--- config.mk ---
export PLATFORM = sky130hd
export DESIGN_NAME = bp_fe_bp_gshare_bht_flat
export DESIGN_NICKNAME = d
export VERILOG_FILES = /design/src/rtl/bp_fe_bp_gshare_bht_pkg.sv /design/src/rtl/bp_fe_bp_gshare_bht_if.sv /design/src/rtl/bp_fe_bp_gshare_bht_sat_cnt_next.sv /design/src/rtl/bp_fe_bp_gshare_bht.sv /design/src/flat_wrapper.sv
export SDC_FILE = /design/constraint.sdc
export NUM_CORES = 2
export LEC_CHECK = 0
export ABC_AREA = 0
export BUFFER_PORTS_ARGS = -buffer_cell sky130_fd_sc_hd__buf_4
export CELL_PAD_IN_SITES_DETAIL_PLACEMENT = 2
export CELL_PAD_IN_SITES_GLOBAL_PLACEMENT = 2
export CORE_UTILIZATION = 39
export CTS_BUF_LIST = sky130_fd_sc_hd__clkbuf_4
export DETAILED_ROUTE_END_ITERATION = 10
export PLACE_DENSITY_LB_ADDON = 0.1
export SLEW_MARGIN = 20
export SYNTH_ARGS = -nofsm -noshare
export SYNTH_HDL_FRONTEND = slang
export SYNTH_SLANG_ARGS = --single-unit
--- constraint.sdc ---
create_clock -name clk_i -period 2.9 [get_ports clk_i]
set_input_delay 0.145 -clock clk_i [delete_from_list [all_inputs] [get_ports clk_i]]
set_output_delay 0.145 -clock clk_i [all_outputs]
set_load 0.02 [all_outputs]
--- src/rtl/bp_fe_bp_gshare_bht_pkg.sv ---
// Shared counter helpers for the gshare BHT: init value and saturation limits.
// Optional macro BP_GSHARE_WR_BYPASS_EN is consumed by the top, not here.
package bp_fe_bp_gshare_pkg;

    localparam int unsigned cnt_sat_bits_lp   = 2;
    localparam int unsigned cnt_taken_msb_lp  = cnt_sat_bits_lp - 1;
    localparam int unsigned cnt_sat_max_lp    = (1 << cnt_sat_bits_lp) - 1;
    localparam int unsigned cnt_sat_min_lp    = 0;

    // Weakly-not-taken: MSB clear, all lower bits set.
    function automatic int unsigned cnt_init(input int unsigned w);
        return (32'd1 << (w - 32'd1)) - 32'd1;
    endfunction

    function automatic int unsigned cnt_max(input int unsigned w);
        return (32'd1 << w) - 32'd1;
    endfunction

endpackage

--- src/rtl/bp_fe_bp_gshare_bht_if.sv ---
// Read/predict and update ports of the gshare BHT, bundled for the top-level port list.
interface bp_fe_bp_gshare_bht_if #(
    parameter int bht_idx_width_p = 9
);
    logic                       w_v_i;
    logic [bht_idx_width_p-1:0] idx_w_i;
    logic                       correct_i;
    logic                       r_v_i;
    logic [bht_idx_width_p-1:0] idx_r_i;
    logic                       predict_o;

    modport master (
        output w_v_i, idx_w_i, correct_i, r_v_i, idx_r_i,
        input  predict_o
    );

    modport slave (
        input  w_v_i, idx_w_i, correct_i, r_v_i, idx_r_i,
        output predict_o
    );
endinterface

--- src/rtl/bp_fe_bp_gshare_bht_sat_cnt_next.sv ---
// Next-value logic for one saturating direction counter: strengthen on correct,
// weaken toward the other direction on incorrect, never wrapping.
module bp_fe_bp_sat_cnt_next #(
    parameter int bp_cnt_sat_bits_p = 2
) (
    input  logic [bp_cnt_sat_bits_p-1:0] cnt,
    input  logic                         correct,
    output logic [bp_cnt_sat_bits_p-1:0] cnt_n
);
    localparam logic [bp_cnt_sat_bits_p-1:0] one_lp = bp_cnt_sat_bits_p'(1);

    logic msb;
    logic at_max;
    logic at_min;
    logic step_up;

    assign msb    = cnt[bp_cnt_sat_bits_p-1];
    assign at_max = &cnt;
    assign at_min = ~|cnt;
    // Taken side moves up when correct; not-taken side moves up only when wrong.
    assign step_up = correct ? msb : ~msb;

    always_comb begin
        cnt_n = cnt;
        if (step_up) begin
            if (!at_max) cnt_n = cnt + one_lp;
        end else begin
            if (!at_min) cnt_n = cnt - one_lp;
        end
    end
endmodule

--- src/rtl/bp_fe_bp_gshare_bht.sv ---
// Gshare branch history table: array of saturating counters with a registered prediction.
// Define BP_GSHARE_WR_BYPASS_EN to forward a same-cycle update into the read path.
module bp_fe_bp_gshare_bht
    import bp_fe_bp_gshare_pkg::*;
#(
    parameter int bht_idx_width_p   = 9,
    parameter int bp_cnt_sat_bits_p = 2
) (
    input  logic                   clk_i,
    input  logic                   reset_i,
    bp_fe_bp_gshare_bht_if.slave   bht_if
);
    localparam int depth_lp = 1 << bht_idx_width_p;
    localparam logic [bp_cnt_sat_bits_p-1:0] cnt_init_lp =
        bp_cnt_sat_bits_p'(cnt_init(bp_cnt_sat_bits_p));

    logic [bp_cnt_sat_bits_p-1:0] cnt_q [depth_lp];
    logic [bp_cnt_sat_bits_p-1:0] cnt_d [depth_lp];
    logic [bp_cnt_sat_bits_p-1:0] cnt_w_cur;
    logic [bp_cnt_sat_bits_p-1:0] cnt_w_n;
    logic                         predict_q;
    logic                         predict_d;
    logic                         predict_r;

    assign cnt_w_cur = cnt_q[bht_if.idx_w_i];

    bp_fe_bp_sat_cnt_next #(
        .bp_cnt_sat_bits_p (bp_cnt_sat_bits_p)
    ) u_sat_cnt_next (
        .cnt     (cnt_w_cur),
        .correct (bht_if.correct_i),
        .cnt_n   (cnt_w_n)
    );

    always_comb begin
        cnt_d = cnt_q;
        if (bht_if.w_v_i) cnt_d[bht_if.idx_w_i] = cnt_w_n;
    end

    always_comb begin
        predict_r = cnt_q[bht_if.idx_r_i][bp_cnt_sat_bits_p-1];
`ifdef BP_GSHARE_WR_BYPASS_EN
        if (bht_if.w_v_i && (bht_if.idx_w_i == bht_if.idx_r_i))
            predict_r = cnt_w_n[bp_cnt_sat_bits_p-1];
`endif
    end

    always_comb begin
        predict_d = predict_q;
        if (bht_if.r_v_i) predict_d = predict_r;
    end

    always_ff @(posedge clk_i) begin
        if (reset_i) begin
            for (int i = 0; i < depth_lp; i++) cnt_q[i] <= cnt_init_lp;
            predict_q <= 1'b0;
        end else begin
            cnt_q     <= cnt_d;
            predict_q <= predict_d;
        end
    end

    assign bht_if.predict_o = predict_q;
endmodule

--- src/flat_wrapper.sv ---
// flat-port wrapper written by rule: the top's interface ports become plain ports
module bp_fe_bp_gshare_bht_flat import bp_fe_bp_gshare_pkg::*;
#(
    parameter int bht_idx_width_p   = 9,
    parameter int bp_cnt_sat_bits_p = 2
)
  (clk_i, reset_i, bht_if_w_v_i, bht_if_idx_w_i, bht_if_correct_i, bht_if_r_v_i, bht_if_idx_r_i, bht_if_predict_o);
  bp_fe_bp_gshare_bht_if #(.bht_idx_width_p(bht_idx_width_p)) bht_if_i ();
  input  logic clk_i;
  input  logic reset_i;
  input wire logic [$bits(bht_if_i.w_v_i)-1:0] bht_if_w_v_i;
  input wire logic [$bits(bht_if_i.idx_w_i)-1:0] bht_if_idx_w_i;
  input wire logic [$bits(bht_if_i.correct_i)-1:0] bht_if_correct_i;
  input wire logic [$bits(bht_if_i.r_v_i)-1:0] bht_if_r_v_i;
  input wire logic [$bits(bht_if_i.idx_r_i)-1:0] bht_if_idx_r_i;
  output wire logic [$bits(bht_if_i.predict_o)-1:0] bht_if_predict_o;
  assign bht_if_i.w_v_i = bht_if_w_v_i;
  assign bht_if_i.idx_w_i = bht_if_idx_w_i;
  assign bht_if_i.correct_i = bht_if_correct_i;
  assign bht_if_i.r_v_i = bht_if_r_v_i;
  assign bht_if_i.idx_r_i = bht_if_idx_r_i;
  assign bht_if_predict_o = bht_if_i.predict_o;
  bp_fe_bp_gshare_bht #(.bht_idx_width_p(bht_idx_width_p), .bp_cnt_sat_bits_p(bp_cnt_sat_bits_p)) u_core (.clk_i(clk_i), .reset_i(reset_i), .bht_if(bht_if_i));
endmodule
==> out/metrics.cfg, run 1 <==
[cts]
cts_root_buf = clkbuf_4
cts_buffer_depth = 4
h-tree-depth = 5
clock_sinks = 1025
numCtsBuffers = 335

[die]
start_util_pct = 39.4
num_io_pins = 24
die-height_um = 408
die_w_um = 408
num_rows = 148

[place]
dp_hpwl_um = 240000
gp_congestion = 0.949
io_buffers = 23
pre_cts_ws_ns = -1.24

[timing]
worstEndpointType = register data pin
crit_endpoint = u_core.cnt_q[549]$_SDFFE_PP0P_/D

[global_routing]
antenna_found_initial = 98
grt-ovfl-total = 37
grt_max_degree = 155
grtUsageTotal_pct = 79.9

[synthesis]
ys_async_sr_fraction_pct = 0
synth.area.mux_share_pct = 13.7
synth_compound_area_share_pct = 27.8
synth.avg_cell_area_um2 = 9.61
yosysTopAreaCell = dfxtp_1
netlist_area_um2 = 64300
synthAdderAreaFrac_pct = 0
synth_xor_area_share_pct = 0
ys_seq_elements = 1025
synth_simple_gate_area_share_pct = 19.4
synth_edf_count = 0
yosysUniqueCellTypes = 68
synthTopCellsByArea = dfxtp_1 (32%), o41ai_2 (12%), mux4_2 (9.3%)
synth_nets = 6708
synth_top_family_by_area = compound AO/OA/AOI/OAI gates
ys.warnings.count = 0
synth-seq-area-share_pct = 31.9
synth_top_area_share_pct = 31.9
synthCells = 6685
synth_flop_cell = dfxtp_1

[status]
error = [ERROR GRT-0232] Routing congestion too high. Check the congestion heatmap in the GUI.
outcome = did not finish
haltStage = 5_1_grt

synth_stat cells, types with 3 or more instances:
cell type,count
a22o_1,7
a221oi_1,13
or3b_2,3
a211oi_1,14
buf_1,26
mux2_2,20
nor4_1,9
clkbuf_1,580
buf_4,12
nor2b_1,13
nand4_1,15
and2_1,3
o41ai_1,555
nand3_1,34
mux2i_1,260
o22ai_1,37
o41ai_2,470
nor2_1,590
buf_8,42
a22oi_1,80
a31oi_1,525
a41o_1,3
or2_2,4
buf_6,44
and3_1,16
o21ai_1,4
buf_2,197
a311oi_1,3
buf_12,4
mux4_2,266
nand3b_1,517
o221ai_1,44
nor3b_1,6
o21ai_0,9
nor3_1,12
a2111oi_0,4
nand2_1,610
or3_1,514
a21oi_1,46
nand2b_1,8
and3b_1,6
dfxtp_1,1025
metrics by stage:
step                      instance area (µm²)  util (%)  std cells  hold slack (ns)  setup TNS, ns
after floorplan                         67000         -       6685            0.340         -16.41
after global placement                  77200      47.3       9166            0.492       -1117.85
after detailed placement                77200      47.3       9166            0.502       -1161.72
after CTS                               85500      52.4       9853           0.0223        -409.54
repair_timing:
action	CTS
gates resized for setup	292
setup endpoints to repair	1024
buffers inserted	80
pin swaps	63
hold buffers	31
endpoints found under the hold margin	1025
gates cloned	67
routing by layer:
layer  global-route usage, %  overflow
met5                    50.4         0
met3                    70.4         1
met2                    91.8        11
met1                    78.5         0
met4                    79.5        25
kinds of logic after synthesis:
logic type	after synthesis
simple gates	2368
compound gates	1835
flops	1025
buf+inv	910
mux	547
==> run 2: changes to the inputs <==
--- a/config.mk
+++ b/config.mk
@@ -7,12 +7,9 @@
 export LEC_CHECK = 0
 export ABC_AREA = 0
 export BUFFER_PORTS_ARGS = -buffer_cell sky130_fd_sc_hd__buf_4
-export CELL_PAD_IN_SITES_DETAIL_PLACEMENT = 2
-export CELL_PAD_IN_SITES_GLOBAL_PLACEMENT = 2
-export CORE_UTILIZATION = 39
-export CTS_BUF_LIST = sky130_fd_sc_hd__clkbuf_4
+export CORE_UTILIZATION = 24
 export DETAILED_ROUTE_END_ITERATION = 10
-export PLACE_DENSITY_LB_ADDON = 0.1
+export PLACE_DENSITY_LB_ADDON = 0.15
 export SLEW_MARGIN = 20
 export SYNTH_ARGS = -nofsm -noshare
 export SYNTH_HDL_FRONTEND = slang
==> constraint.sdc (replaced) <==
create_clock -name clk_i -period 3.8 [get_ports clk_i]
set_input_delay 0.19 -clock clk_i [delete_from_list [all_inputs] [get_ports clk_i]]
set_output_delay 0.19 -clock clk_i [all_outputs]
set_load 0.02 [all_outputs]
==> out/metrics.cfg, run 2 <==
[synthesis]
synth_xor_area_share_pct = 0  ; unchanged
yosysTopAreaCell = dfxtp_1
netlist_area_um2 = 64300  ; unchanged
ys.warnings.count = 0  ; unchanged
synthAdderAreaFrac_pct = 0  ; unchanged
synth_edf_count = 0  ; unchanged
synth_top_area_share_pct = 31.9  ; unchanged
yosysUniqueCellTypes = 68  ; unchanged
synth_simple_gate_area_share_pct = 19.4  ; unchanged
synth.avg_cell_area_um2 = 9.61  ; unchanged
ys_async_sr_fraction_pct = 0  ; unchanged
synthTopCellsByArea = dfxtp_1 (32%), o41ai_2 (12%), mux4_2 (9.3%)
synthTopCellsByCount = dfxtp_1 (1,025), nand2_1 (610), nor2_1 (590)
synth.area.mux_share_pct = 13.7  ; unchanged
synth_top_family_by_area = compound AO/OA/AOI/OAI gates
ys_seq_elements = 1025  ; unchanged
synth_compound_area_share_pct = 27.8  ; unchanged
synth-seq-area-share_pct = 31.9  ; unchanged
synth_flop_cell = dfxtp_1
synth_nets = 6708  ; unchanged
synthCells = 6685  ; unchanged
yosysMostFrequentCell = dfxtp_1

[routing]
drt-total-wl_um = 339000
wl_per_cell_um = 33.2
routed_via_density = 6.04
vias = 61800
dr.pass1.iters = 6
ant_nets = 0
drc_errors = 0
drtIter0Drc = 6940

[worst_hold_path]
hold_start = bht_if_idx_w_i[7]
hp-class = primary input to flop

[critical_path]
crit_path_top_delay_cell = or4_4
cp-end-kind = flop
startpoint = u_core.cnt_q[959]
worstSetupStartpointType = flop
regToRegStartpoint = u_core.cnt_q[959]
arrival_ns = 4.48
critPathKind = flop to flop
critical-path-top-delay-family = simple AND/OR/NAND/NOR gates
critical-path-max-stage-delay_ns = 0.71
crit_required_ns = 4.47
cp_max_fo = 111
path_buf_inv = 1
crit_chain = mux4_2, o21ai_0, nand4_1, and2_1, or4_4, buf_12, o41ai_1, a31oi_1

[final_layout]
finish.instance_area_um2 = 76700
nNetsFinal = 6608
area.growth.synth_to_final_pct = 19.3
top_register = u_core.cnt_q
layout_common_cells = dfxtp_1 (1,025), nand2_1 (593), nor2_1 (567)
largest_reg_flops = 1024
final_common_cell = dfxtp_1
final_cells = 10200
drive_gt1_share_pct = 25.8

[pwr]
sw_frac_of_total_pct = 30.6
leakage_nw = 25.7
power_frac_seq_pct = 37.8
internal_power_w = 0.0198
ir_worst_vdd_uv = 488
pwr-share-comb_pct = 14.3
pwr_density_cell_nw_per_um2 = 371
p_switching_w = 0.00871
clkPwrFrac_pct = 47.8

[timing]
fin_ws_ns = -0.00253
slew_headroom_pct = 20.6
grt_setup_unrepaired = false
worst_slew_pin_slew_ns = 1.19
min_period_ns = 3.80
period_share_pct = 100
setup_viol = 1
skew_ns = 0.0380
final-hold-violation-count = 0
drv_slew = 0
setup_tns_ns = -0.00253
fmax_mhz = 263

[global_routing]
grt-ovfl-total = 0
antenna_found_initial = 21
grt_max_degree = 229
grtUsageTotal_pct = 24.3
grt_pass1_wl_um = 477000
grt_pass1_vias = 58200

[job]
cap_violations = 0

[cts]
cts.clk_slew.worst_paths_ns = 0.06
cts_tree = built
clock_sinks = 1025  ; unchanged
cts_buffer_depth = 3  ; -1
clk_latency_ns = 0.83
h-tree-depth = 4  ; -1
numCtsBuffers = 139  ; -59%
cts_root_buf = clkbuf_16

[place]
gp_congestion = 0.890  ; -6.2%
dp_hpwl_um = 218000  ; -9.3%
place_area_um2 = 71700  ; -7.1%
io_buffers = 23  ; unchanged
pre_cts_ws_ns = -0.714  ; +0.531 ns
dp_cells = 9970  ; +8.8%

[die]
num_io_pins = 24  ; unchanged
die-area_um2 = 270000
start_util_pct = 24.2  ; -15 points
die-height_um = 520  ; +27%
die_w_um = 520  ; +27%
num_rows = 189  ; +28%
core_um2 = 266000

[status]
failed_checks = setup timing
outcome = finished, violations left

==> run 2: path summary, 6_finish.rpt <==
kind                            end  slack (ns)  depth (start not counted)
setup / recovery  u_core.cnt_q[278]      -0.003                          8
hold / removal    u_core.cnt_q[195]        0.23                          6
setup reg to reg  u_core.cnt_q[278]      -0.003                          8
hold reg to reg    u_core.cnt_q[71]        0.50                          2
==> run 2: layout make-up <==
| type | count | area [µm²] |
|---|---|---|
| timing repair buffer | 664 | 7370 |
| clock inverter | 39 | 437 |
| inverter | 5 | 18.8 |
| multi-input combinational | 4750 | 39800 |
| antenna | 5 | 12.5 |
| fill | 27600 | 189000 |
| tap | 3533 | 4420 |
| clock buffer | 212 | 4140 |
| sequential | 1025 | 20500 |
==> run 2: through the flow <==
step | total power [W] | hold WS (ns) | utilization [%]
global route | 0.0291 | 0.212 | 28.8
global placement | 0.0150 | 0.481 | 27.0
finish | 0.0285 | 0.227 | 28.8
detailed placement | 0.0150 | 0.487 | 27.0
floorplan | 0.0131 | 0.385 | -
CTS | 0.0286 | 0.138 | 28.7
==> run 2: what timing repair did <==
item | in CTS | in global routing
setup endpoints to repair | 319 | 668
hold buffers | 5 | 0
pin swaps | 0 | 2
hold endpoints to repair | 14 | 0
buffers inserted | 0 | 2
resized for setup | 1 | 40
==> run 2: worst reg2reg max path: cells and delay by family, from the launching register on <==
| kind | cells | cell delay (ns) |
|---|---|---|
| compound gates | 3 | 1.13 |
| buf+inv | 1 | 0.29 |
| flops | 1 | 0.34 |
| simple gates | 3 | 1.42 |
| mux | 1 | 0.46 |
==> run 2: per-layer routing <==
metal | part of all wire (%) | track usage [%]
met3 | 6.9 | 3.85
met5 | 0.034 | 0
met1 | 44 | 33.6
met2 | 44 | 37.4
met4 | 4.4 | 10.0
==> run 2: power by group through the flow <==
stage | sequential, W | combinational (W) | clock, W
2_1_floorplan | 0.0110 | 0.00210 | 0
3_3_place_gp | 0.0110 | 0.00397 | 0
3_5_place_dp | 0.0110 | 0.00397 | 0
4_1_cts | 0.0108 | 0.00398 | 0.0138
5_1_grt | 0.0108 | 0.00415 | 0.0142
6_report | 0.0108 | 0.00408 | 0.0136
==> run 2: logic make-up after synthesis <==
| logic type | Yosys count |
|---|---|
| flip-flops | 1025 |
| AND/OR/NAND/NOR | 2368 |
| AO/OA/AOI/OAI | 1835 |
| multiplexers | 547 |
| buffers and inverters | 910 |
Power figures use the tool's default switching activity.
